--- src/rtl/lamp_driver.sv ---
// lamp_driver: three-channel PWM lamp output stage.
//   Takes the luminosity/color codes from light_control and drives R/G/B PWM channels.
//   Brightness ramps one LSB per FADE_DIV cycles; a color change fades to dark, swaps the
//   channel selection while dark, then fades back in.
// Ports:
//   clk          - single clock
//   reset        - asynchronous, active-low reset
//   luminosity   - level code: 00 OFF, 01 LOW, 10 MID, 11 HIGH
//   color        - color code: 00 WHITE, 01 RED, 10 GREEN, 11 BLUE
//   pwm_r/g/b    - registered channel drives
//   duty         - brightness currently applied
//   active_color - color currently driven
//   busy         - high while a ramp or color swap is in progress
module lamp_driver #(
  parameter int unsigned PWM_BITS = 8,
  parameter int unsigned FADE_DIV = 256,
  parameter int unsigned LVL_LOW  = 64,
  parameter int unsigned LVL_MID  = 160,
  parameter int unsigned LVL_HIGH = 255
) (
  input  logic                clk,
  input  logic                reset,
  input  logic [1:0]          luminosity,
  input  logic [1:0]          color,
  output logic                pwm_r,
  output logic                pwm_g,
  output logic                pwm_b,
  output logic [PWM_BITS-1:0] duty,
  output logic [1:0]          active_color,
  output logic                busy
);

  localparam int unsigned PreW = (FADE_DIV > 1) ? $clog2(FADE_DIV) : 1;
  localparam logic [PreW-1:0]     PreLast = PreW'(FADE_DIV - 1);
  localparam logic [PWM_BITS-1:0] DutyMax = '1;
  localparam logic [PWM_BITS-1:0] DutyLow = PWM_BITS'(LVL_LOW);
  localparam logic [PWM_BITS-1:0] DutyMid = PWM_BITS'(LVL_MID);
  localparam logic [PWM_BITS-1:0] DutyHi  = PWM_BITS'(LVL_HIGH);

  typedef enum logic [1:0] {StIdle, StRamp, StDimOut} state_e;

  state_e              state_q, state_d;
  logic [1:0]          lum_q, col_q;
  logic [1:0]          act_q, act_d;
  logic [PWM_BITS-1:0] duty_q, duty_d;
  logic [PWM_BITS-1:0] cnt_q;
  logic [PreW-1:0]     pre_q, pre_d;
  logic                pwm_r_q, pwm_g_q, pwm_b_q;

  logic [PWM_BITS-1:0] target;
  logic [PWM_BITS-1:0] duty_up, duty_dn;
  logic                tick;
  logic                en_r, en_g, en_b;

  always_comb begin
    unique case (lum_q)
      2'b01:   target = DutyLow;
      2'b10:   target = DutyMid;
      2'b11:   target = DutyHi;
      default: target = '0;
    endcase
  end

  // Saturating one-LSB steps.
  assign duty_up = (duty_q == DutyMax) ? duty_q : duty_q + 1'b1;
  assign duty_dn = (duty_q == '0) ? duty_q : duty_q - 1'b1;

  assign tick = (pre_q == PreLast);

  // Prescaler restarts from zero whenever the FSM sits in IDLE, so the first step of any
  // transition lands exactly FADE_DIV cycles after leaving IDLE.
  always_comb begin
    if (state_q == StIdle || tick) pre_d = '0;
    else                           pre_d = pre_q + 1'b1;
  end

  always_comb begin
    state_d = state_q;
    duty_d  = duty_q;
    act_d   = act_q;
    unique case (state_q)
      StIdle: begin
        if (col_q != act_q) begin
          if (duty_q == '0) act_d   = col_q;
          else              state_d = StDimOut;
        end else if (duty_q != target) begin
          state_d = StRamp;
        end
      end
      StRamp: begin
        if (col_q != act_q) begin
          state_d = StDimOut;
        end else if (duty_q == target) begin
          state_d = StIdle;
        end else if (tick) begin
          duty_d = (duty_q < target) ? duty_up : duty_dn;
        end
      end
      StDimOut: begin
        // Swap on the edge where duty reaches zero; col_q always holds the newest request.
        if (duty_q == '0 || (tick && duty_dn == '0)) begin
          duty_d  = '0;
          act_d   = col_q;
          state_d = (target != '0) ? StRamp : StIdle;
        end else if (tick) begin
          duty_d = duty_dn;
        end
      end
      default: state_d = StIdle;
    endcase
  end

  always_comb begin
    en_r = (act_q == 2'b00) || (act_q == 2'b01);
    en_g = (act_q == 2'b00) || (act_q == 2'b10);
    en_b = (act_q == 2'b00) || (act_q == 2'b11);
  end

  always_ff @(posedge clk or negedge reset) begin
    if (!reset) begin
      state_q <= StIdle;
      lum_q   <= '0;
      col_q   <= '0;
      act_q   <= '0;
      duty_q  <= '0;
      cnt_q   <= '0;
      pre_q   <= '0;
      pwm_r_q <= 1'b0;
      pwm_g_q <= 1'b0;
      pwm_b_q <= 1'b0;
    end else begin
      state_q <= state_d;
      lum_q   <= luminosity;
      col_q   <= color;
      act_q   <= act_d;
      duty_q  <= duty_d;
      cnt_q   <= cnt_q + 1'b1;
      pre_q   <= pre_d;
      pwm_r_q <= (cnt_q < duty_q) && en_r;
      pwm_g_q <= (cnt_q < duty_q) && en_g;
      pwm_b_q <= (cnt_q < duty_q) && en_b;
    end
  end

  assign pwm_r        = pwm_r_q;
  assign pwm_g        = pwm_g_q;
  assign pwm_b        = pwm_b_q;
  assign duty         = duty_q;
  assign active_color = act_q;
  assign busy         = (state_q != StIdle);

endmodule
--- config.mk ---
export PLATFORM = sky130hd
export DESIGN_NAME = lamp_driver
export DESIGN_NICKNAME = d
export VERILOG_FILES = /design/src/rtl/lamp_driver.sv
export SDC_FILE = /design/constraint.sdc
export NUM_CORES = 1
export LEC_CHECK = 0
export CORE_UTILIZATION = 40
export CTS_CLUSTER_DIAMETER = 40
export DETAILED_ROUTE_END_ITERATION = 7
export GPL_ROUTABILITY_DRIVEN = 0
export GPL_TIMING_DRIVEN = 0
export SLEW_MARGIN = 15
export SYNTH_ARGS = -nofsm -noshare
export SYNTH_HDL_FRONTEND = slang
export SYNTH_SLANG_ARGS = --single-unit
export TNS_END_PERCENT = 20
--- constraint.sdc ---
create_clock -name clk -period 2.8 [get_ports clk]
set_input_delay 0.56 -clock clk [delete_from_list [all_inputs] [get_ports clk]]
set_output_delay 0.56 -clock clk [all_outputs]
set_load 0.05 [all_outputs]
==> results of run 1 <==
[worst register-to-register path, cell delays in order, from the launching register on]
cell,delay (ns)
dfrtp_1,0.40
nand2_1,0.18
inv_1,0.07
ha_1,0.27
and4_1,0.21
a2111oi_2,0.38
nand3_1,0.19
a31oi_4,0.22
nor2_1,0.11
buf_6,0.16
o31a_1,0.31
[power groups by stage]
stage	Clock, mW	Combinational, mW	Sequential (mW)
floorplan	0	1.10	1.05
global placement	0	1.88	0.804
detailed placement	0	1.89	0.807
CTS	0.499	1.90	0.816
global route	0.524	2.11	0.841
finish	0.488	1.93	0.819
[registers in the layout (all words and copies together), names as in the netlist]
name and cells:
cnt_q 8, duty 8, pre_q 8, active_color 2, col_q 2, lum_q 2
state_q 2, pwm_b 1, pwm_g 1, pwm_r 1
[metal layers]
metal / global-route usage [%] / vias up / wire length [um]
met1: 30.1 / 977 / 2810
li1: - / 1008 / -
met2: 31.9 / 70 / 2650
met3: 3.79 / 14 / 337
met5: 0 / - / 0
met4: 5.64 / 0 / 112
[worst min-delay path by stage]
stage	from	to	slack (ns)	cells past startpoint
6_report	reset	col_q[1]	0.18	1
5_1_grt	reset	cnt_q[5]	0.21	1
4_1_cts	reset	pwm_r	0.19	1
3_5_place_dp	pre_q[0]	pre_q[0]	0.49	1
3_3_place_gp	cnt_q[7]	cnt_q[7]	0.47	1
2_1_floorplan	reset	active_color[0]	0.26	0
[timing repair]
action / 4_1_cts / 5_1_grt
endpoints found under the setup margin: 8 / 11
setup buffers: 0 / 2
hold endpoints to repair: 0 / 0
pin swaps: 0 / 0
gates resized for setup: 5 / 6
[placed cells by master (no fill, tap or decap), types with 3 or more instances in the layout]
master / synthesis / final
dfrtp_1: 35 / 34
nor2_1: 31 / 31
ha_1: 23 / 23
clkdlybuf4s50_1: 0 / 18
nand3_1: 17 / 17
nand2_1: 15 / 15
nor3_1: 14 / 13
inv_1: 14 / 12
o21ai_0: 13 / 12
a21oi_1: 12 / 12
xor2_1: 10 / 10
clkbuf_8: 0 / 6
xnor2_1: 5 / 5
or3_1: 5 / 5
and3_1: 4 / 4
nand2b_1: 4 / 4
mux2i_1: 4 / 4
o211ai_1: 4 / 4
clkbuf_1: 5 / 3
and4_1: 3 / 3
nand4_1: 3 / 3
o21a_1: 3 / 3
buf_2: 3 / 3
[kinds of logic after synthesis]
| kind of cell | count (synthesis) | synth area share, % |
|---|---|---|
| muxes | 6 | 2.64 |
| buffers and inverters | 24 | 4.60 |
| DFF | 35 | 37.0 |
| and+or+nand+nor | 104 | 21.3 |
| AOI/OAI and AO/OA | 57 | 16.7 |
| xor gates and xnor gates | 15 | 5.55 |
| adders and majority gates | 23 | 12.2 |
[layout make-up]
class,count,share of cell area [%]
inverters,14,1.85
repair buffers,22,8.03
well taps,72,3.18
clock inverters,2,1.37
multi-input cells,205,49.7
flip-flops and latches,35,30.9
plain buffers,9,1.99
clock buffers,6,2.91
[stage by stage]
| step | utilization [%] | worst slack [ns] | std cells | instance area [um^2] |
|---|---|---|---|---|
| 2_1_floorplan | - | 0.00513 | 264 | 2370 |
| 3_3_place_gp | 47.3 | -0.304 | 355 | 2650 |
| 3_5_place_dp | 47.7 | -0.306 | 356 | 2670 |
| 4_1_cts | 50.1 | 0.0395 | 363 | 2810 |
| 5_1_grt | 50.6 | 0.0283 | 365 | 2840 |
| 6_report | 50.6 | 0.184 | 365 | 2840 |
==> impl_metrics.toml, run 1 <==
[status]
outcome = "completed"

[sta]
slew_headroom_pct = 60.9
final_hold_viol_count = 0
tightest_slew_ns = 0.585
hold_ws_ns = 0.184
fmaxAchievable_ghz = 0.382
fin_tns_setup_ns = 0
rsz0062_at_grt = "false"
skew_ns = 0.0104
min_period_ns = 2.62
drv_slew = 0
setup_viol = 0
fin_crit_sh_pct = 93.4

[critical_path]
timing.rr.end = "duty[1]"
critPathBufInv = 2
criticalPathCategory = "flop to flop"
cpLargestDelayFamily = "compound AO/OA/AOI/OAI gates"
worstSetupPathDepth = 10
endpoint_kind = "flop"
reg2reg_setup_slack_ns = 0.18
start_kind = "flop"
timing.rr.start = "lum_q[1]"
worstPathRequired_ns = 2.98
cp.arrival_ns = 2.79
max_stage_delay_ns = 0.40
rr_worst_depth = 10
cp_slowest_cell = "dfrtp_1"
critical_path.startpoint = "lum_q[1]"
crit_fanout = 10
path_cells = "nand2_1 > inv_1 > ha_1 > and4_1 > a2111oi_2 > nand3_1 > a31oi_4 > nor2_1 > buf_6 > o31a_1"
cp-endpoint = "duty[1]"

[cells_and_area]
regArea_um2 = 877
drive_gt1_share_pct = 10.2
area_delta_synth_final_pct = 19.7
fillCellCount = 530
final_nets = 321
multi_input_area_um2 = 1410
diodes = 0

[yosys]
synth_most_common_cell = "dfrtp_1"
synthDistinctLibCells = 48
ys_async_sr_fraction_pct = 100
synth_top_area_cell = "dfrtp_1"
synthesis.nets = 293
synth-seq-cells = 35
syn_inst = 264
avgSynthCellArea_um2 = 8.97
netlist_area_um2 = 2370
synthFlopType = "dfrtp_1"
synth_warnings = 0
netlist.area_leader.share_pct = 37.0
synth-seq-area-share_pct = 37.0
synth_common_cells = "dfrtp_1, nor2_1, ha_1"
synth-edff-count = 0
ys_top_cells_by_area = "dfrtp_1, ha_1, nor2_1"

[route]
first_pass_iters = 4
postRouteWirelength_um = 5910
viasPerCell = 5.67
vias = 2069
wire_per_inst_um = 16.2
drt_iter0_markers = 244
drc = 0
ant_nets = 0

[global_routing]
grt-ovfl-total = 0
grtUsageTotal_pct = 20.9
grt_pass1_vias = 1959
grt_pass1_wl_um = 10000
grt_max_degree = 21
antenna_found_initial = 0

[power_and_ir_drop]
max-vdd-ir-drop_uv = 668
p_sw_mw = 1.61
pwr-share-comb_pct = 59.6
switching_share_pct = 49.7
p_int_mw = 1.63
power.density_nw_per_um2 = 1140
seqPwrFrac_pct = 25.3
p_leak_nw = 1.28
clkPwrFrac_pct = 15.1
finalPower_mw = 3.23

[worst_hold_path]
hp-class = "input pin to asynchronous set/reset pin"

[clock_network]
cts_sinks = 35
cts.clk_slew.worst_paths_ns = 0.08
postCtsHoldBufs = 0
clk_path_buf_depth = 2
htreeDepth = 2
cts-root-buf = "clkbuf_8"
clk-insertion-delay-late_ns = 0.29
cts_tree = "yes"
cts-buffers-inserted = 5

[floorplanning]
core-area_um2 = 5610
rows = 27
die_area_um2 = 6230
io_pins = 20
die_w_um = 79.0
start_util_pct = 42.2
die_h_um = 79.0

[flow_run]
drv_cap = 0

[placed_design]
dp.final_hpwl_um = 4300
numPortBuffers = 19
Note: power is estimated with default switching activity, not from simulation.
==> run 2: changes to the inputs <==
Settings changed: CORE_UTILIZATION 40 to 35, REMOVE_ABC_BUFFERS from default to 1.
==> run 2 against run 1 <==
The flow now finishes with violations (DRC). Clock power shrank 22%. Clock skew grew 0.0051 ns. Design area shrank 1.9%. Power shrank 4.6%. Critical endpoint is now duty[7].
==> impl_metrics.toml, run 2 (synthesis gave the netlist of run 1 again) <==
[flow_run]
drv_cap = 0

[global_routing]
grt-ovfl-total = 0
grt_max_degree = 23
antenna_found_initial = 0
grt_pass1_vias = 1993
grtUsageTotal_pct = 16.9
grt_pass1_wl_um = 9580

[sta]
drv_slew = 0
fin_tns_setup_ns = 0
rsz0062_at_grt = "false"
fmaxAchievable_ghz = 0.382
slew_headroom_pct = 52.1
min_period_ns = 2.62
fin_crit_sh_pct = 93.5
setup_slack_ns = 0.183
final_hold_viol_count = 0
setup_viol = 0
tightest_slew_ns = 0.717
skew_ns = 0.0155

[power_and_ir_drop]
power.density_nw_per_um2 = 1110
finalPower_mw = 3.09
max-vdd-ir-drop_uv = 668
p_leak_nw = 1.24

[route]
vias = 2009
postRouteWirelength_um = 5530
first_pass_iters = 6
viasPerCell = 5.57
drc = 2
wire_per_inst_um = 15.3
drt_iter0_markers = 203
ant_nets = 0

[critical_path]
critPathBufInv = 0
cpLargestDelayFamily = "compound AO/OA/AOI/OAI gates"
critical_path.startpoint = "duty[1]"
criticalPathCategory = "flop to flop"
reg2reg_setup_slack_ns = 0.18
endpoint_kind = "flop"
crit_fanout = 12
start_kind = "flop"
cp_slowest_cell = "dfrtp_2"
max_stage_delay_ns = 0.50
cp.arrival_ns = 2.79
worstPathRequired_ns = 2.97
timing.rr.start = "duty[1]"
path_cells = "ha_1 > nor2b_1 > o211a_1 > o21ai_1 > a31oi_4 > nor2_2 > nor2_1 > o22a_1"

[floorplanning]
die_area_um2 = 7100
core-area_um2 = 6460
rows = 29
start_util_pct = 36.7
io_pins = 20
die_h_um = 84.3
die_w_um = 84.3

[placed_design]
numPortBuffers = 19
place_area_um2 = 2620
dp.final_hpwl_um = 3980
post-place-ws_ns = -0.553

[cells_and_area]
final_nets = 313
layout_commonest_cell = "dfrtp_1"
area_delta_synth_final_pct = 17.5
diodes = 0
fin_area_um2 = 2780
drive_gt1_share_pct = 9.51
layout_common_cells = "dfrtp_1, nor2_1, ha_1"

[clock_network]
clk_path_buf_depth = 2
cts.clk_slew.worst_paths_ns = 0.09
htreeDepth = 2
cts-buffers-inserted = 5
cts_sinks = 35
cts-root-buf = "clkbuf_8"
postCtsHoldBufs = 0
clk-insertion-delay-late_ns = 0.29
cts_tree = "yes"

[status]
failed_checks = "DRC"
outcome = "finished, violations left"

[worst_hold_path]
hp-class = "input pin to asynchronous set/reset pin"
[run 2: area by class of cell]
type / instances / area [um^2]
Tap cell: 77 / 96.3
Multi-Input combinational cell: 205 / 1430
Fill cell: 633 / 3680
Timing Repair Buffer: 23 / 235
Clock buffer: 6 / 82.6
Sequential cell: 35 / 881
Inverter: 14 / 52.6
Clock inverter: 1 / 5.00
[run 2: worst paths after layout]
path                                 end  cells after the start
worst max-delay path             duty[7]                      8
worst min-delay path             duty[6]                      1
worst max register to register   duty[7]                      8
worst min register to register  pre_q[0]                      1
max in group asynchronous       cnt_q[4]                      2
min in group clk                pre_q[0]                      1
[run 2: repair_timing]
item                                    CTS  global route
gates resized for setup                   7             6
endpoints found under the setup margin    8             7
buffers inserted                          0             3
[run 2: report_power, final]
group | internal [mW] | switching [mW] | leakage (nW)
Clock | 0.193 | 0.189 | 0.0470
Combinational | 0.689 | 1.16 | 0.753
Sequential | 0.638 | 0.218 | 0.436
Total | 1.52 | 1.57 | 1.24
[run 2: stage by stage]
step / util (%) / hold WS (ns) / instances
2_1_floorplan: - / 0.264 / 254
3_3_place_gp: 40.2 / 0.469 / 350
3_5_place_dp: 40.6 / 0.472 / 351
4_1_cts: 42.3 / 0.191 / 358
5_1_grt: 43.1 / 0.197 / 361
6_report: 43.1 / 0.175 / 361
[run 2: metal layers]
metal  global-route usage, %  wire length, um  vias to the layer above
met5                       0                0                        -
met4                    6.11              105                        0
met3                    3.24              304                       10
met2                    26.8             2470                       56
met1                    23.0             2650                      952
li1                        -                -                      991
